===== src/rtl/rtm_sequencer_pkg.sv =====
// Shared definitions for the register-transfer microprogram sequencer.
//
// Instruction word layout (8 bits):
//   [7:6] op   : OP_LDI / OP_ADD / OP_ADC / OP_HALT
//   [5:4] dst  : destination register
//   [3:2] srcA : A-bus register (LDI: immediate high bits)
//   [1:0] srcB : B-bus register (LDI: immediate low bits)
package rtm_sequencer_pkg;

  localparam int WORD_W = 8;

  localparam logic [1:0] OP_LDI  = 2'b00;
  localparam logic [1:0] OP_ADD  = 2'b01;
  localparam logic [1:0] OP_ADC  = 2'b10;
  localparam logic [1:0] OP_HALT = 2'b11;

  localparam int OP_MSB   = 7;
  localparam int OP_LSB   = 6;
  localparam int DST_MSB  = 5;
  localparam int DST_LSB  = 4;
  localparam int SRCA_MSB = 3;
  localparam int SRCA_LSB = 2;
  localparam int SRCB_MSB = 1;
  localparam int SRCB_LSB = 0;
  localparam int IMM_MSB  = 3;
  localparam int IMM_LSB  = 0;

  typedef enum logic [2:0] {
    ST_IDLE,
    ST_FETCH,
    ST_EXEC,
    ST_WRITE,
    ST_DONE
  } state_t;

  // Control lines presented to the datapath, held for a whole instruction.
  typedef struct packed {
    logic [3:0] indata;
    logic       add;
    logic [1:0] dst;
    logic [1:0] sa;
    logic [1:0] sb;
    logic       cin;
  } ctl_t;

  function automatic logic [1:0] word_op(input logic [WORD_W-1:0] word);
    return word[OP_MSB:OP_LSB];
  endfunction

  // Translate one instruction word into datapath control lines.
  // carry_in follows the carry flag for LDI as well as ADC: the adder result
  // is not selected during LDI, and this keeps the line steady across an
  // LDI that sits between an ADD and the ADC consuming its carry.
  function automatic ctl_t decode_word(input logic [WORD_W-1:0] word,
                                       input logic              cflag);
    ctl_t c;
    c     = '0;
    c.dst = word[DST_MSB:DST_LSB];
    case (word_op(word))
      OP_LDI: begin
        c.indata = word[IMM_MSB:IMM_LSB];
        c.cin    = cflag;
      end
      OP_ADD: begin
        c.add = 1'b1;
        c.sa  = word[SRCA_MSB:SRCA_LSB];
        c.sb  = word[SRCB_MSB:SRCB_LSB];
      end
      OP_ADC: begin
        c.add = 1'b1;
        c.sa  = word[SRCA_MSB:SRCA_LSB];
        c.sb  = word[SRCB_MSB:SRCB_LSB];
        c.cin = cflag;
      end
      default: c = '0;
    endcase
    return c;
  endfunction

endpackage


===== src/rtl/rtm_sequencer_prog_mem.sv =====
// rtm_prog_mem: DEPTH x 8 program store, one write port, one synchronous
// read port, no reset.
//
// Ports:
//   clock  : rising-edge clock
//   we     : write enable
//   waddr  : write address
//   wdata  : write data
//   raddr  : read address, sampled every cycle
//   rdata  : registered read data (word at raddr, one cycle later)
//
// A write and a read to the same address in the same cycle return the new
// word, so a program word loaded together with start is the one fetched.
module rtm_prog_mem
  import rtm_sequencer_pkg::*;
#(
  parameter int DEPTH = 16,
  localparam int AW   = $clog2(DEPTH)
) (
  input  logic              clock,
  input  logic              we,
  input  logic [AW-1:0]     waddr,
  input  logic [WORD_W-1:0] wdata,
  input  logic [AW-1:0]     raddr,
  output logic [WORD_W-1:0] rdata
);

  logic [WORD_W-1:0] mem [DEPTH];

  // NOTE: the array has no reset; clearing it would forbid RAM mapping and
  // the program must survive clear_n anyway.
  always_ff @(posedge clock) begin
    if (we) begin
      mem[waddr] <= wdata;
    end
    if (we && (waddr == raddr)) begin
      rdata <= wdata;
    end else begin
      rdata <= mem[raddr];
    end
  end

endmodule


===== src/rtl/rtm_sequencer.sv =====
// rtm_sequencer: microprogram sequencer for the 4-register, 4-bit
// register-transfer datapath. Fetches one word at a time from a small
// program store, holds the select lines for SETTLE cycles, then issues a
// single write strobe. Captures adder carry-out for ADC chains.
//
// Ports:
//   clock, clear_n          : clock, synchronous active-low reset
//   prog_we/addr/data       : program load (accepted in IDLE only)
//   start                   : run from address 0 (accepted in IDLE only)
//   carry_out               : adder carry-out from the datapath
//   indata, ctl_add         : immediate value and D-bus select
//   ctl_d0/d1               : destination select (d0 = msb, d1 = lsb)
//   wr                      : write strobe enable, high only in WRITE
//   ctl_sa0/sa1, ctl_sb0/sb1: A/B bus selects (x0 = msb, x1 = lsb)
//   carry_in                : adder carry-in
//   busy, done, overrun     : run status; overrun is sticky until start
module rtm_sequencer
  import rtm_sequencer_pkg::*;
#(
  parameter int DEPTH  = 16,
  parameter int SETTLE = 2,
  localparam int AW    = $clog2(DEPTH)
) (
  input  logic              clock,
  input  logic              clear_n,
  input  logic              prog_we,
  input  logic [AW-1:0]     prog_addr,
  input  logic [WORD_W-1:0] prog_data,
  input  logic              start,
  input  logic              carry_out,
  output logic [3:0]        indata,
  output logic              ctl_add,
  output logic              ctl_d0,
  output logic              ctl_d1,
  output logic              wr,
  output logic              ctl_sa0,
  output logic              ctl_sa1,
  output logic              ctl_sb0,
  output logic              ctl_sb1,
  output logic              carry_in,
  output logic              busy,
  output logic              done,
  output logic              overrun
);

  localparam int CW = (SETTLE > 1) ? $clog2(SETTLE) : 1;
  localparam logic [CW-1:0] SETTLE_LAST = CW'(SETTLE - 1);
  localparam logic [AW-1:0] LAST_ADDR   = AW'(DEPTH - 1);

  state_t            state;
  state_t            state_next;
  logic [AW-1:0]     pc;
  logic [AW-1:0]     rd_addr;
  logic [WORD_W-1:0] rd_word;
  logic [1:0]        rd_op;
  logic [1:0]        cur_op;
  logic [CW-1:0]     settle_cnt;
  logic              cflag;
  logic              last_addr;
  ctl_t              ctl;

  // The store has one cycle of read latency, so the address is issued one
  // state early: address 0 while idle, pc+1 while writing. The word for
  // pc is therefore already on rd_word throughout FETCH.
  always_comb begin
    rd_addr = pc;
    if (state == ST_IDLE) begin
      rd_addr = '0;
    end else if (state == ST_WRITE) begin
      rd_addr = pc + AW'(1);
    end
  end

  rtm_prog_mem #(
    .DEPTH(DEPTH)
  ) u_prog_mem (
    .clock (clock),
    .we    (prog_we && (state == ST_IDLE)),
    .waddr (prog_addr),
    .wdata (prog_data),
    .raddr (rd_addr),
    .rdata (rd_word)
  );

  assign rd_op     = word_op(rd_word);
  assign last_addr = (pc == LAST_ADDR);

  // NOTE: sequential state is assigned with <= so every flop samples the
  // pre-edge values regardless of statement order.
  always_ff @(posedge clock) begin
    if (!clear_n) begin
      state <= ST_IDLE;
    end else begin
      state <= state_next;
    end
  end

  // NOTE: state_next gets its default before the case, so every path
  // assigns it and no latch is inferred.
  always_comb begin
    state_next = state;
    case (state)
      ST_IDLE: begin
        if (start) begin
          state_next = ST_FETCH;
        end
      end
      ST_FETCH: begin
        state_next = (rd_op == OP_HALT) ? ST_DONE : ST_EXEC;
      end
      ST_EXEC: begin
        if (settle_cnt == SETTLE_LAST) begin
          state_next = ST_WRITE;
        end
      end
      ST_WRITE: begin
        state_next = last_addr ? ST_DONE : ST_FETCH;
      end
      ST_DONE: begin
        state_next = ST_IDLE;
      end
      default: begin
        state_next = ST_IDLE;
      end
    endcase
  end

  // Program counter, carry flag, settle timer and the control-output
  // register. Controls load only on FETCH->EXEC and clear on entry to DONE.
  always_ff @(posedge clock) begin
    if (!clear_n) begin
      pc         <= '0;
      cflag      <= 1'b0;
      overrun    <= 1'b0;
      cur_op     <= OP_LDI;
      settle_cnt <= '0;
      ctl        <= '0;
    end else begin
      case (state)
        ST_IDLE: begin
          if (start) begin
            pc      <= '0;
            cflag   <= 1'b0;
            overrun <= 1'b0;
          end
        end
        ST_FETCH: begin
          settle_cnt <= '0;
          if (rd_op == OP_HALT) begin
            ctl <= '0;
          end else begin
            ctl    <= decode_word(rd_word, cflag);
            cur_op <= rd_op;
          end
        end
        ST_EXEC: begin
          settle_cnt <= settle_cnt + CW'(1);
        end
        ST_WRITE: begin
          if ((cur_op == OP_ADD) || (cur_op == OP_ADC)) begin
            cflag <= carry_out;
          end
          if (last_addr) begin
            overrun <= 1'b1;
            ctl     <= '0;
          end else begin
            pc <= pc + AW'(1);
          end
        end
        default: begin
          ctl <= '0;
        end
      endcase
    end
  end

  assign indata   = ctl.indata;
  assign ctl_add  = ctl.add;
  assign ctl_d0   = ctl.dst[1];
  assign ctl_d1   = ctl.dst[0];
  assign ctl_sa0  = ctl.sa[1];
  assign ctl_sa1  = ctl.sa[0];
  assign ctl_sb0  = ctl.sb[1];
  assign ctl_sb1  = ctl.sb[0];
  assign carry_in = ctl.cin;

  // Strobe and status decode straight from the state register, so wr falls
  // on the same edge that a clear_n or a state change takes effect.
  assign wr   = (state == ST_WRITE);
  assign done = (state == ST_DONE);
  assign busy = (state == ST_FETCH) || (state == ST_EXEC) || (state == ST_WRITE);

endmodule


===== config.mk =====
export PLATFORM = sky130hd
export DESIGN_NAME = rtm_sequencer
export DESIGN_NICKNAME = d
export VERILOG_FILES = /design/src/rtl/rtm_sequencer_pkg.sv /design/src/rtl/rtm_sequencer_prog_mem.sv /design/src/rtl/rtm_sequencer.sv
export SDC_FILE = /design/constraint.sdc
export NUM_CORES = 1
export LEC_CHECK = 0
export ABC_AREA = 1
export CORE_MARGIN = 8
export CORE_UTILIZATION = 40
export CTS_CLUSTER_SIZE = 30
export DETAILED_ROUTE_END_ITERATION = 12
export GPL_TIMING_DRIVEN = 0
export SLEW_MARGIN = 20
export SYNTH_ARGS = -nofsm -noshare
export SYNTH_HDL_FRONTEND = slang
export SYNTH_SLANG_ARGS = --single-unit

===== constraint.sdc =====
create_clock -name clock -period 3.14 [get_ports clock]
set_input_delay 0.628 -clock clock [delete_from_list [all_inputs] [get_ports clock]]
set_output_delay 0.628 -clock clock [all_outputs]
set_load 0.005 [all_outputs]

==> impl_results.md <==
- Final worst slack: about 0.60 ns
- Syn_nets: roughly 630
- P_leak: 2.79 nW
- Setup crit start kind: flip-flop
- Main combinational cell family by area after synthesis: simple AND/OR/NAND/NOR gates
- Hold_buf cts: 0
- Async set-or-reset flop fraction in the synthesized netlist: 0
- Reg power frac: 0.425
- Fmax: 393 MHz
- Worst slew pin tran: between 1 and 1.5 ns
- Post-synth EDFFs: 128
- Synthesized area per cell: between 10 and 15 µm²
- Simple-gate share of the synthesized area: 0.221
- Post-synth top area cell: edfxtp_1
- Area contributors post-synth: edfxtp_1, nand2_1, nand3_1
- Pwr dens: roughly 750 nW/µm²
- First-pass GRT wire length: 24.8 mm
- Sw frac: 0.314
- CTS Sinks: 156
- P_sw: 1.78 mW
- Post-synthesis adder-cell area fraction: 0.00773
- Max_cap viols: 0
- R2R Setup Slk: 0.60 ns
- Total negative setup slack: 0 ns
- Reg2Reg Capture Point: cur_op[0]
- Gate Count Post-Synth: 606
- Inserted Clock Buffers: 17
- R2R cell count: 11
- Hold-critical path endpoint: ctl_d1
- Comb pwr share: 0.235
- CORE AREA: 15800 µm²
- Setup Crit Path Kind: flip-flop to flip-flop
- Crit path DAT: 2.91 ns
- Nets: 678
- Fin. Hold Viols: 0
- Port bufs: 32
- Worst-path clk slew: ~0.070 ns
- Hold Path Depth: 2
- N_diodes: 0
- Layout cells sized above 1: 0.107
- Final min period: 2.54 ns
- Worst slack, placed: ~0.27 ns
- FP Rows: 46
- Mapped Area: 6470 µm²
- Mux share of post-synthesis cell area: 0
- Skew final: about 0.011 ns
- Vias: 4514
- Die area: 20500 µm²
- Area Growth Syn to Fin: 17.6%
- Initial antenna violation count: 0
- Total GRT Usage: 0.166
- Hold Startpoint: ctl_d1
- Longest Clk Path Bufs: 2
- Total routed wirelength: between 15 and 20 mm
- WL/cell: 18.3 µm
- Post-CTS setup buffers: 0
- CTS tree: done
- Crit Path Max Fanout: 10
- Primary FF master, synth: edfxtp_1
- Largest net degree at the start of global routing: 17
- YS warnings: 0
- Post-layout util: 0.481
- DP Wirelength: 10.8 mm
- Worst vdd ir: 0.467 mV
- RSZ-0062 raised after global routing: false
- H-tree Lvls: 4
- Worst Hold Class: flip-flop to flip-flop
- Area share of the largest cell type after synthesis: 0.594
- Crit end category: flip-flop
- Final period util: 0.809
- Routability cong.: between 0.8 and 0.9
- FF+latch count, synth: 156
- CP required: 3.51 ns
- Final ANT Viol Nets: 0
- Internal: 3.89 mW
- Average vias per placed instance: 5.09
- Status: finished, final reports clean
- 1st-iter DRT viols: 529
- Latest clock arrival within the worst-skew pair: 0.43 ns
- Sequential fraction of the synthesis area: 0.680
- Vias in the first global route: 4319
- First drt pass iteration count: 5
- Clock power frac: 0.340
- # DRC: 0
- Initial Util: 0.409
- Overflow after GRT: 0
- Final Setup Violations: 0
- Worst rel slew slack: 0.329
- Max-slew violations: 0
- Synth Area in Compound Gates: 0.0357
- XOR/XNOR Fraction of Synth Area: 0.00135
- Synth cell types: 33
- Cell at the root of the clock tree: clkbuf_16
- Die X: 143 µm
- CTS resizes: 0
- Die Ht: about 140 µm
- I/O pin cnt: 33
## synthesized netlist by cell type (2+ instances only)
master and n:
nand2_1 156, edfxtp_1 128, nand3_1 116, inv_1 43, nor2_1 40, dfxtp_1 28, a21oi_1 19, buf_2 10
o21ai_0 9, inv_2 7, buf_4 5, clkbuf_1 5, nand2_2 5, o21ai_1 5, a21oi_2 4, buf_6 4
ha_1 4, nand3_2 2, nor3_1 2
## how the worst max path moves through the flow
stage | startpoint | endpoint | cells past startpoint
floorplan | flip-flop | cur_op[0] | 14
global placement | prog_we | u_prog_mem.mem[7][1] | 5
detailed placement | prog_we | u_prog_mem.mem[7][1] | 5
CTS | flip-flop | indata[1] | 10
global route | flip-flop | indata[1] | 10
finish | flip-flop | cur_op[0] | 11
## flip-flops by register name, indices dropped and copies added (netlist names), named ones only
name            cells
u_prog_mem.mem    128
indata              4
pc                  4
state               3
cur_op              2
carry_in            1
cflag               1
ctl_add             1
ctl_d0              1
ctl_d1              1
ctl_sa0             1
ctl_sa1             1
ctl_sb0             1
ctl_sb1             1
overrun             1
settle_cnt          1
## cells in the final DEF (no fill, tap or decap), types with 2 or more instances in the layout
| cell | n |
|---|---|
| clkinv_1 | 2 |
| clkbuf_16 | 17 |
| nor3_1 | 2 |
| dfxtp_1 | 28 |
| clkinv_2 | 3 |
| clkinv_4 | 2 |
| o21ai_1 | 5 |
| a21oi_2 | 4 |
| nand3_2 | 2 |
| o21ai_0 | 9 |
| clkdlybuf4s50_1 | 32 |
| inv_6 | 3 |
| inv_2 | 7 |
| nand3_1 | 116 |
| nor2_1 | 40 |
| buf_6 | 4 |
| buf_4 | 5 |
| a21oi_1 | 19 |
| buf_2 | 10 |
| ha_1 | 4 |
| inv_1 | 43 |
| clkinvlp_4 | 3 |
| edfxtp_1 | 128 |
| clkbuf_1 | 7 |
| nand2_1 | 156 |
| nand2_2 | 5 |
## worst max-delay path: stages (launching register included)
cell,delay (ns)
dfxtp_1,0.30
buf_2,0.23
clkbuf_1,0.58
nand3_1,0.20
nand3_1,0.19
nand2_1,0.09
ha_1,0.22
or2_4,0.29
inv_2,0.11
o21ai_1,0.06
o21bai_1,0.16
inv_1,0.05
## metal layers
metal / GRT usage / up-vias / routed length, µm
met5: 0 / - / 0
met4: 0.0587 / 0 / 282
met3: 0.0401 / 20 / 885
met2: 0.267 / 155 / 7820
met1: 0.213 / 2174 / 7250
li1: - / 2165 / -
## area by class of cell
type	count	area (µm²)
Inverter	51	191
Multi-Input combinational cell	374	1720
Timing Repair Buffer	32	320
Buffer	25	155
Sequential cell	156	4400
Clock inverter	13	115
Fill cell	1467	8210
Clock buffer	19	433
Tap cell	216	270
## stage by stage
stage                     instance area (µm²)  hold WS (ns)  instances  total power, mW
after floorplan                          6470         0.443        606             3.30
after global placement                   7070         0.453        854             3.76
after detailed placement                 7070         0.455        854             3.79
after CTS                                7610         0.466        886             5.69
after global routing                     7610         0.491        886             5.92
final                                    7610         0.464        886             5.67
## cells by family after synthesis
kind of cell    after synthesis
xor+xnor                      1
flops                       156
simple gates                328
compound gates               41
fa+ha+maj                     4
buf+inv                      76
## power by group through the flow
stage	logic [mW]	registers, mW	clock network (mW)
3_3_place_gp	1.31	2.45	0
5_1_grt	1.48	2.42	2.03
6_report	1.33	2.41	1.93
4_1_cts	1.34	2.41	1.94
3_5_place_dp	1.33	2.46	0
2_1_floorplan	0.854	2.45	0
(Power assumes the default switching activity.)
